--- config.mk ---
export PLATFORM = sky130hd
export DESIGN_NAME = btn_debounce_multi
export DESIGN_NICKNAME = d
export VERILOG_FILES = /design/src/rtl/btn_debounce_multi.sv
export SDC_FILE = /design/constraint.sdc
export NUM_CORES = 1
export LEC_CHECK = 0
export BUFFER_PORTS_ARGS = -buffer_cell sky130_fd_sc_hd__buf_4
export CORE_MARGIN = 10
export CORE_UTILIZATION = 30
export CTS_CLUSTER_DIAMETER = 60
export DETAILED_ROUTE_END_ITERATION = 10
export SYNTH_ARGS = -nofsm -noshare
export SYNTH_HDL_FRONTEND = slang
export SYNTH_SLANG_ARGS = --single-unit
--- constraint.sdc ---
create_clock -name clk -period 2.1 [get_ports clk]
set_input_delay 0.42 -clock clk [delete_from_list [all_inputs] [get_ports clk]]
set_output_delay 0.42 -clock clk [all_outputs]
set_load 0.02 [all_outputs]
--- src/rtl/btn_debounce_multi.sv ---
// N-channel button conditioner: 2-FF sync, tick-sampled debounce, press/release edges,
// and a per-channel hold FSM generating long-press and auto-repeat pulses.
module btn_debounce_multi #(
    parameter int unsigned N_BTN          = 4,
    parameter int unsigned SAMPLE_DIV     = 1000,
    parameter int unsigned STABLE_SAMPLES = 8,
    parameter int unsigned LONG_TICKS     = 50000,
    parameter int unsigned REPEAT_TICKS   = 10000,
    parameter int unsigned REPEAT_EN      = 1
) (
    input  logic             clk,
    input  logic             rst,
    input  logic [N_BTN-1:0] i_btn,
    output logic [N_BTN-1:0] o_level,
    output logic [N_BTN-1:0] o_press,
    output logic [N_BTN-1:0] o_release,
    output logic [N_BTN-1:0] o_long,
    output logic [N_BTN-1:0] o_repeat
);

    localparam int unsigned DIV_W      = $clog2(SAMPLE_DIV) + 1;
    localparam int unsigned DB_W       = $clog2(STABLE_SAMPLES) + 1;
    localparam int unsigned HOLD_LIMIT = (LONG_TICKS > REPEAT_TICKS) ? LONG_TICKS : REPEAT_TICKS;
    localparam int unsigned H_W        = $clog2(HOLD_LIMIT) + 1;

    typedef enum logic [1:0] {
        ST_IDLE,
        ST_PRESSED,
        ST_HELD
    } state_t;

    logic [DIV_W-1:0] r_div;
    logic             w_tick;
    logic [N_BTN-1:0] r_sync1;
    logic [N_BTN-1:0] r_sync2;
    logic [N_BTN-1:0] r_level_d;
    logic [DB_W-1:0]  r_dbcnt [N_BTN];
    logic [H_W-1:0]   r_hcnt  [N_BTN];
    state_t           r_state [N_BTN];
    logic [N_BTN-1:0] w_rise;
    logic [N_BTN-1:0] w_fall;

    assign w_tick = (r_div == DIV_W'(SAMPLE_DIV - 1));

    always_ff @(posedge clk or negedge rst) begin
        if (!rst) begin
            r_div <= '0;
        end else if (w_tick) begin
            r_div <= '0;
        end else begin
            r_div <= r_div + DIV_W'(1);
        end
    end

    always_ff @(posedge clk or negedge rst) begin
        if (!rst) begin
            r_sync1 <= '0;
            r_sync2 <= '0;
        end else begin
            r_sync1 <= i_btn;
            r_sync2 <= r_sync1;
        end
    end

    // Level flips only after STABLE_SAMPLES consecutive disagreeing samples.
    always_ff @(posedge clk or negedge rst) begin
        if (!rst) begin
            o_level   <= '0;
            r_level_d <= '0;
            for (int unsigned i = 0; i < N_BTN; i++) begin
                r_dbcnt[i] <= '0;
            end
        end else begin
            r_level_d <= o_level;
            if (w_tick) begin
                for (int unsigned i = 0; i < N_BTN; i++) begin
                    if (r_sync2[i] != o_level[i]) begin
                        if (r_dbcnt[i] == DB_W'(STABLE_SAMPLES - 1)) begin
                            o_level[i] <= r_sync2[i];
                            r_dbcnt[i] <= '0;
                        end else begin
                            r_dbcnt[i] <= r_dbcnt[i] + DB_W'(1);
                        end
                    end else begin
                        r_dbcnt[i] <= '0;
                    end
                end
            end
        end
    end

    assign w_rise = o_level & ~r_level_d;
    assign w_fall = ~o_level & r_level_d;

    // Release is checked first so it overrides a long/repeat due in the same cycle.
    always_ff @(posedge clk or negedge rst) begin
        if (!rst) begin
            o_press   <= '0;
            o_release <= '0;
            o_long    <= '0;
            o_repeat  <= '0;
            for (int unsigned i = 0; i < N_BTN; i++) begin
                r_state[i] <= ST_IDLE;
                r_hcnt[i]  <= '0;
            end
        end else begin
            o_press   <= w_rise;
            o_release <= w_fall;
            o_long    <= '0;
            o_repeat  <= '0;
            for (int unsigned i = 0; i < N_BTN; i++) begin
                if (w_fall[i]) begin
                    r_state[i] <= ST_IDLE;
                    r_hcnt[i]  <= '0;
                end else begin
                    case (r_state[i])
                        ST_IDLE: begin
                            if (w_rise[i]) begin
                                r_state[i] <= ST_PRESSED;
                                r_hcnt[i]  <= '0;
                            end
                        end
                        ST_PRESSED: begin
                            if (w_tick) begin
                                if (r_hcnt[i] == H_W'(LONG_TICKS - 1)) begin
                                    o_long[i]  <= 1'b1;
                                    r_hcnt[i]  <= '0;
                                    r_state[i] <= ST_HELD;
                                end else begin
                                    r_hcnt[i] <= r_hcnt[i] + H_W'(1);
                                end
                            end
                        end
                        ST_HELD: begin
                            if (w_tick) begin
                                if (r_hcnt[i] == H_W'(REPEAT_TICKS - 1)) begin
                                    o_repeat[i] <= (REPEAT_EN != 0);
                                    r_hcnt[i]   <= '0;
                                end else begin
                                    r_hcnt[i] <= r_hcnt[i] + H_W'(1);
                                end
                            end
                        end
                        default: begin
                            r_state[i] <= ST_IDLE;
                            r_hcnt[i]  <= '0;
                        end
                    endcase
                end
            end
        end
    end

endmodule

# Yosys cells after proc, flatten, opt, wreduce, memory -nomap -nowiden
# Cells that the tools add are included.
[op_classes] addsub=9 multipliers=0 n_div=0 n_lt_le_gt_ge=0 n_eq_ne=45 n_shift=0 mux=89 bitwise=4 reduce_logical=16
[ops] cell="17-bit 2-to-1 mux" count=24
[ops] cell="17-bit one-hot mux with 3 select lines" count=4
[ops] cell="17-bit by 1-bit adder with 17-bit output, second input constant" count=4
[ops] cell="17-bit by 14-bit == test with 1-bit output, second input constant" count=4
[ops] cell="17-bit by 16-bit == test with 1-bit output, second input constant" count=4
[ops] cell="3-bit inequality test, second input constant" count=16
[ops] cell="1-bit 2-to-1 mux" count=32
[ops] cell="2-bit 2-to-1 mux" count=16
[ops] cell="4-bit 2-to-1 mux" count=8
[ops] cell="2-bit one-hot mux with 3 select lines" count=4
[ops] cell="3-bit AND reduction" count=8
[ops] cell="4-bit by 1-bit adder with 4-bit output, second input constant" count=4
[ops] cell="4-bit by 3-bit == test with 1-bit output, second input constant" count=4
[ops] cell="4-bit AND reduction" count=4
[ops] cell="11-bit by 1-bit adder with 11-bit output, second input constant" count=1
[ops] cell="11-bit by 10-bit == test with 1-bit output, second input constant" count=1
[ops] cell="11-bit 2-to-1 mux" count=1
[ops] cell="4-bit bitwise AND" count=2
[ops] cell="2-bit by 1-bit == test with 1-bit output, second input constant" count=4
[ops] cell="2-bit == test, second input constant" count=4
[ops] cell="2-bit logical NOT" count=4
[ops] cell="2-bit inequality test, second input constant" count=4
[ops] cell="4-bit inverter" count=2
[ops] cell="1-bit inequality test" count=4
[word_totals] regBits=135 latchBits=0 mem_bits_rw=0 romBits=0 input_bits=6 out_inout_bits=20 wordCells=187 mem_count=0

# Longest topological paths before layout
[depth] word_depth=5 ltp_mapped=10

# Least setup slack after synthesis
# OpenSTA, ideal clock, no wires.
[synth_timing] kind="register to register" from="register o_level[1]" to="register r_hcnt[41] (netlist name)" setup_ps=116 t_arrival_ps=2048 required_ps=1984 slack_ps=-64 path_stages_with_launch=8 path_buffers=2 path_cell_list="dfrtp_1 > inv_1 > ha_1 > clkbuf_1 > o31ai_1 > buf_2 > nand2_1 > o311ai_0"
[synth_via] elab_chain_len=4 word_cells_on_any_way=8 cone_classes="eq/ne (3); mux (1); bitwise (3); reduce/logical (1)"
[synth_lines] item="start: declaration" line="14" text="output logic [N_BTN-1:0] o_level,"
[synth_lines] item="start signal: indexed assignment" line="79" text="o_level[i] <= r_sync2[i];"
[synth_lines] item="4-bit inverter *" line="93" text="assign w_fall = ~o_level & r_level_d;"
[synth_lines] item="4-bit bitwise AND *" line="93"
[synth_lines] item="named net w_fall[1]" line="41" text="logic [N_BTN-1:0] w_fall;"
[synth_lines] item="3-bit inequality test (no line)"
[synth_lines] item="3-bit AND reduction (no line)"
[synth_lines] item="end signal: indexed assignment" line="130" text="r_hcnt[i] <= r_hcnt[i] + H_W'(1);"
[synth_lines] item="end signal: indexed assignment" line="140" text="r_hcnt[i] <= r_hcnt[i] + H_W'(1);"
[synth_lines] item="end: declaration" line="38" text="logic [H_W-1:0] r_hcnt [N_BTN];"
# Mark *: on every way through the listed nets, which the timed path passes. The rest lies on a longest branch.
# A chain may end at the register's enable or synchronous reset.

# Worst setup path in the final report
[layout_timing] from="register r_div[1]" to="register r_state[2] (netlist name)"
[layout_via] elab_chain_len=3
[layout_lines] item="start: declaration" line="32" text="logic [DIV_W-1:0] r_div;"
[layout_lines] item="start signal: assignment" line="51" text="r_div <= r_div + DIV_W'(1);"
[layout_lines] item="11-bit by 10-bit == test with 1-bit output" line="43" text="assign w_tick = (r_div == DIV_W'(SAMPLE_DIV - 1));"
[layout_lines] item="3-bit inequality test (no line)"
[layout_lines] item="4-bit AND reduction (no line)"
[layout_lines] item="end signal: indexed assignment" line="103" text="r_state[i] <= ST_IDLE;"
[layout_lines] item="end signal: indexed assignment" line="113" text="r_state[i] <= ST_IDLE;"
[layout_lines] item="end signal: indexed assignment" line="119" text="r_state[i] <= ST_PRESSED;"
[layout_lines] item="end: declaration" line="39" text="state_t r_state [N_BTN];"
# No other way between the ends.

==> impl_metrics.csv <==
group,metric,value,unit
detailed_routing,drt-initial-drc-count,391,
logic_synthesis,synth.distinct_cells,59,
worst_setup_path,critPathMaxFanout,2,
power_and_ir_drop,swShare,20.8,%
detailed_routing,totalWireLength,17.1,mm
logic_synthesis,ys_warn_count,0,
floorplanning,row_count,56,
sta,skew,5.26,ps
sta,fin_crit,2140,ps
clock_tree,numCtsBuffers,17,
power_and_ir_drop,p_comb_share,1.3,%
sta,tightestPinTransition,452,ps
worst_setup_path,endpoint_kind,"register",
floorplanning,die_x,173,µm
clock_tree,root_buffer,"clkbuf_16",
detailed_routing,viasPerCell,5.04,
power_and_ir_drop,p_int,0.00474,W
clock_tree,cts.htree.levels,4,
global_route,grt_max_degree,46,
power_and_ir_drop,p_seq_share,43.7,%
clock_tree,cts.sinks,135,
sta,relSlewSlack,69.8,%
sta,hold_viol,0,
logic_synthesis,synth_compound_area_share,18.2,%
final_layout,fin_area,9560,µm²
detailed_routing,vias,6245,
worst_setup_path,path_class,"register to register",
logic_synthesis,syn_area_per_cell,9.48,µm²
logic_synthesis,synth-simple-area-share,24.6,%
power_and_ir_drop,power_density,626,nW/µm²
logic_synthesis,yosys-top-cells-count,"135 x dfrtp_1, 92 x nand2_1, 60 x nand3_1, 55 x nor2_1, 54 x o21ai_0",
logic_synthesis,ys_dominant_reg_cell,"dfrtp_1",
run,maxCapViolCount,0,
clock_tree,clkLatencyLatePin,430,ps
global_route,grt_util_met3,2.35,%
placement,dp_cells,1192,
logic_synthesis,synth_edf_count,0,
power_and_ir_drop,leakage,4.34,nW
global_route,antenna_found_initial,0,
detailed_routing,drtAntennaViolNets,0,
global_route,grt_pass1_wl,28.6,mm
global_route,grt-ovfl-total,0,
outcome,violations,"setup timing",
worst_hold_path,holdPathStages,1,
placement,dpl.hpwl,11.9,mm
sta,finalCritPeriodShare,102,%
placement,gp_congestion,0.871,
sta,setup_viol,1,
detailed_routing,wl_per_cell,13.8,µm
power_and_ir_drop,p_sw,0.00124,W
worst_setup_path,required,2420,ps
logic_synthesis,yosysTopAreaCellShare,47.8,%
detailed_routing,route.detailed.drc,0,
final_layout,syn2layout_area_growth,35.5,%
logic_synthesis,synth_seq_area_share,47.8,%
outcome,status,"finished with violations",
logic_synthesis,synth_fa_ha_area_share,5.14,%
sta,setup_tns,-35.6,ps
floorplanning,die_h,173,µm
clock_tree,clkTransAtPathRegs,60,ps
floorplanning,core-area,23300,µm²
floorplanning,io_pins,26,
final_layout,antenna_cells,0,
worst_setup_path,worst-r2r-cell-count,9,
worst_hold_path,hold_path_class,"input port to register",
logic_synthesis,syn-instance-count,745,
logic_synthesis,syn-cell-area,7060,µm²
logic_synthesis,synth_nets,780,
global_route,grt_pass1_vias,5987,
worst_setup_path,startpoint_type,"register",
logic_synthesis,ys_ff_latch,135,
logic_synthesis,synth-xor-area-share,1.74,%
power_and_ir_drop,ir_drop,507,µV
sta,fin_ws,-35.6,ps
logic_synthesis,muxShareOfSynthArea,0,%
worst_setup_path,crit_arrival,2450,ps
sta,fmax,468,MHz
logic_synthesis,synth_top_area_cell,"dfrtp_1",
power_and_ir_drop,finalPower,0.00598,W
floorplanning,initial_core_util,30.3,%
final_layout,layout-drive-gt1-share,26.2,%
logic_synthesis,synth_area_leaders,"dfrtp_1 48%, ha_1 5.1%, nand2_1 4.9%",
power_and_ir_drop,p_clk_share,55.0,%
global_route,grt.total_usage,11.2,%
logic_synthesis,synth.most_common_cell,"dfrtp_1",
detailed_routing,dr.pass1.iters,5,
sta,drv_slew,0,
placement,portBuffers,25,
global_route,use_met2,17.8,%
clock_tree,max-clock-path-buffers,2,
clock_tree,cts_tree,"built",
sta,rsz0062_at_grt,"yes",
final_layout,nets,943,
logic_synthesis,async_reset_ff_share,100,%
final_layout,final_cells,1240,
global_route,grt.busiest_layer,"met2",
placement,place_area,8500,µm²
global_route,met1_usage,14.6,%
floorplanning,dieArea,30100,µm²
logic_synthesis,synth_top_family_by_area,"simple AND/OR/NAND/NOR gates",
cell type report:
cell class | count | area [µm²]
repair buffers | 161 | 1290
multi-input cells | 565 | 3740
fillers | 2295 | 13800
clock buffers | 21 | 480
inverters | 28 | 105
clock inverters | 11 | 170
flip-flops and latches | 135 | 3380
well taps | 319 | 399
kinds of logic (layout without fill, tap and decap cells):
kind of cell	after synthesis	count (layout)
AND/OR/NAND/NOR	340	340
XOR/XNOR	14	14
flip-flops	135	135
adder cells (fa/ha/maj)	29	29
buffers and inverters	45	221
AO/OA/AOI/OAI	182	182
path summary, 6_finish.rpt:
path	startpoint	end	slack, ps
min in group asynchronous	rst	r_hcnt[52]	480
max in group asynchronous	rst	r_hcnt[33]	900
min reg2reg	r_sync1[0]	r_sync2[0]	350
max	r_div[1]	r_state[2]	-40
min	i_btn[1]	r_sync1[1]	90
max reg2reg	r_div[1]	r_state[2]	-40
state kept, by name, summed over array words and instances, names as in the netlist:
name       count
o_long         4
r_hcnt        68
r_sync2        4
o_press        4
r_level_d      4
r_sync1        4
r_div         11
r_state        8
o_release      4
o_repeat       4
o_level        4
r_dbcnt       16
power groups by stage:
stage / Sequential (W) / Clock [W] / Combinational (W)
after detailed placement: 0.00266 / 0 / 0.0000819
final: 0.00261 / 0.00329 / 0.0000777
after global placement: 0.00266 / 0 / 0.0000814
after CTS: 0.00261 / 0.00334 / 0.0000840
after floorplan: 0.00266 / 0 / 0.00000802
after global routing: 0.00261 / 0.00347 / 0.0000935
metrics by stage:
stage	setup WS, ps	utilization (%)	hold WS (ps)
floorplan	38.4	-	124
global placement	-110	36.4	336
detailed placement	-167	36.4	335
CTS	-39.6	39.5	83.5
global route	-86.0	41.0	83.3
finish	-35.6	41.0	92.2
worst max-delay path: stages (launching register included):
cell and delay (ps):
dfrtp_1 390, ha_4 160, nand2b_4 70, buf_6 120, nor3_4 180, nand2_2 120, buf_12 150, or4_4 420
and4b_1 200, a211o_1 220
cells in the final DEF (no fill, tap or decap), types with 12 or more instances in the layout:
cell	n
a21o_1	19
a21oi_1	15
nor3_1	15
and3_1	23
nor2_1	53
inv_1	28
nand4_1	14
o21ai_0	51
dfrtp_1	134
a22o_1	31
clkbuf_16	17
ha_1	28
o31ai_1	13
nor2b_1	12
buf_4	146
nand3_1	58
nand2_1	85
layer usage:
layer / routed length (µm) / vias to the layer above
li1: - / 3069
met1: 8220 / 3040
met2: 7990 / 107
met3: 548 / 29
met4: 347 / 0
met5: 0 / -
repair_timing:
action	4_1_cts	5_1_grt
resized for setup	11	50
gates cloned	0	1
endpoints found under the setup margin	38	70
hold buffers	1	0
buffers inserted	1	13
endpoints found under the hold margin	40	0
pin swaps	2	21
Power figures use the tool's default switching activity.
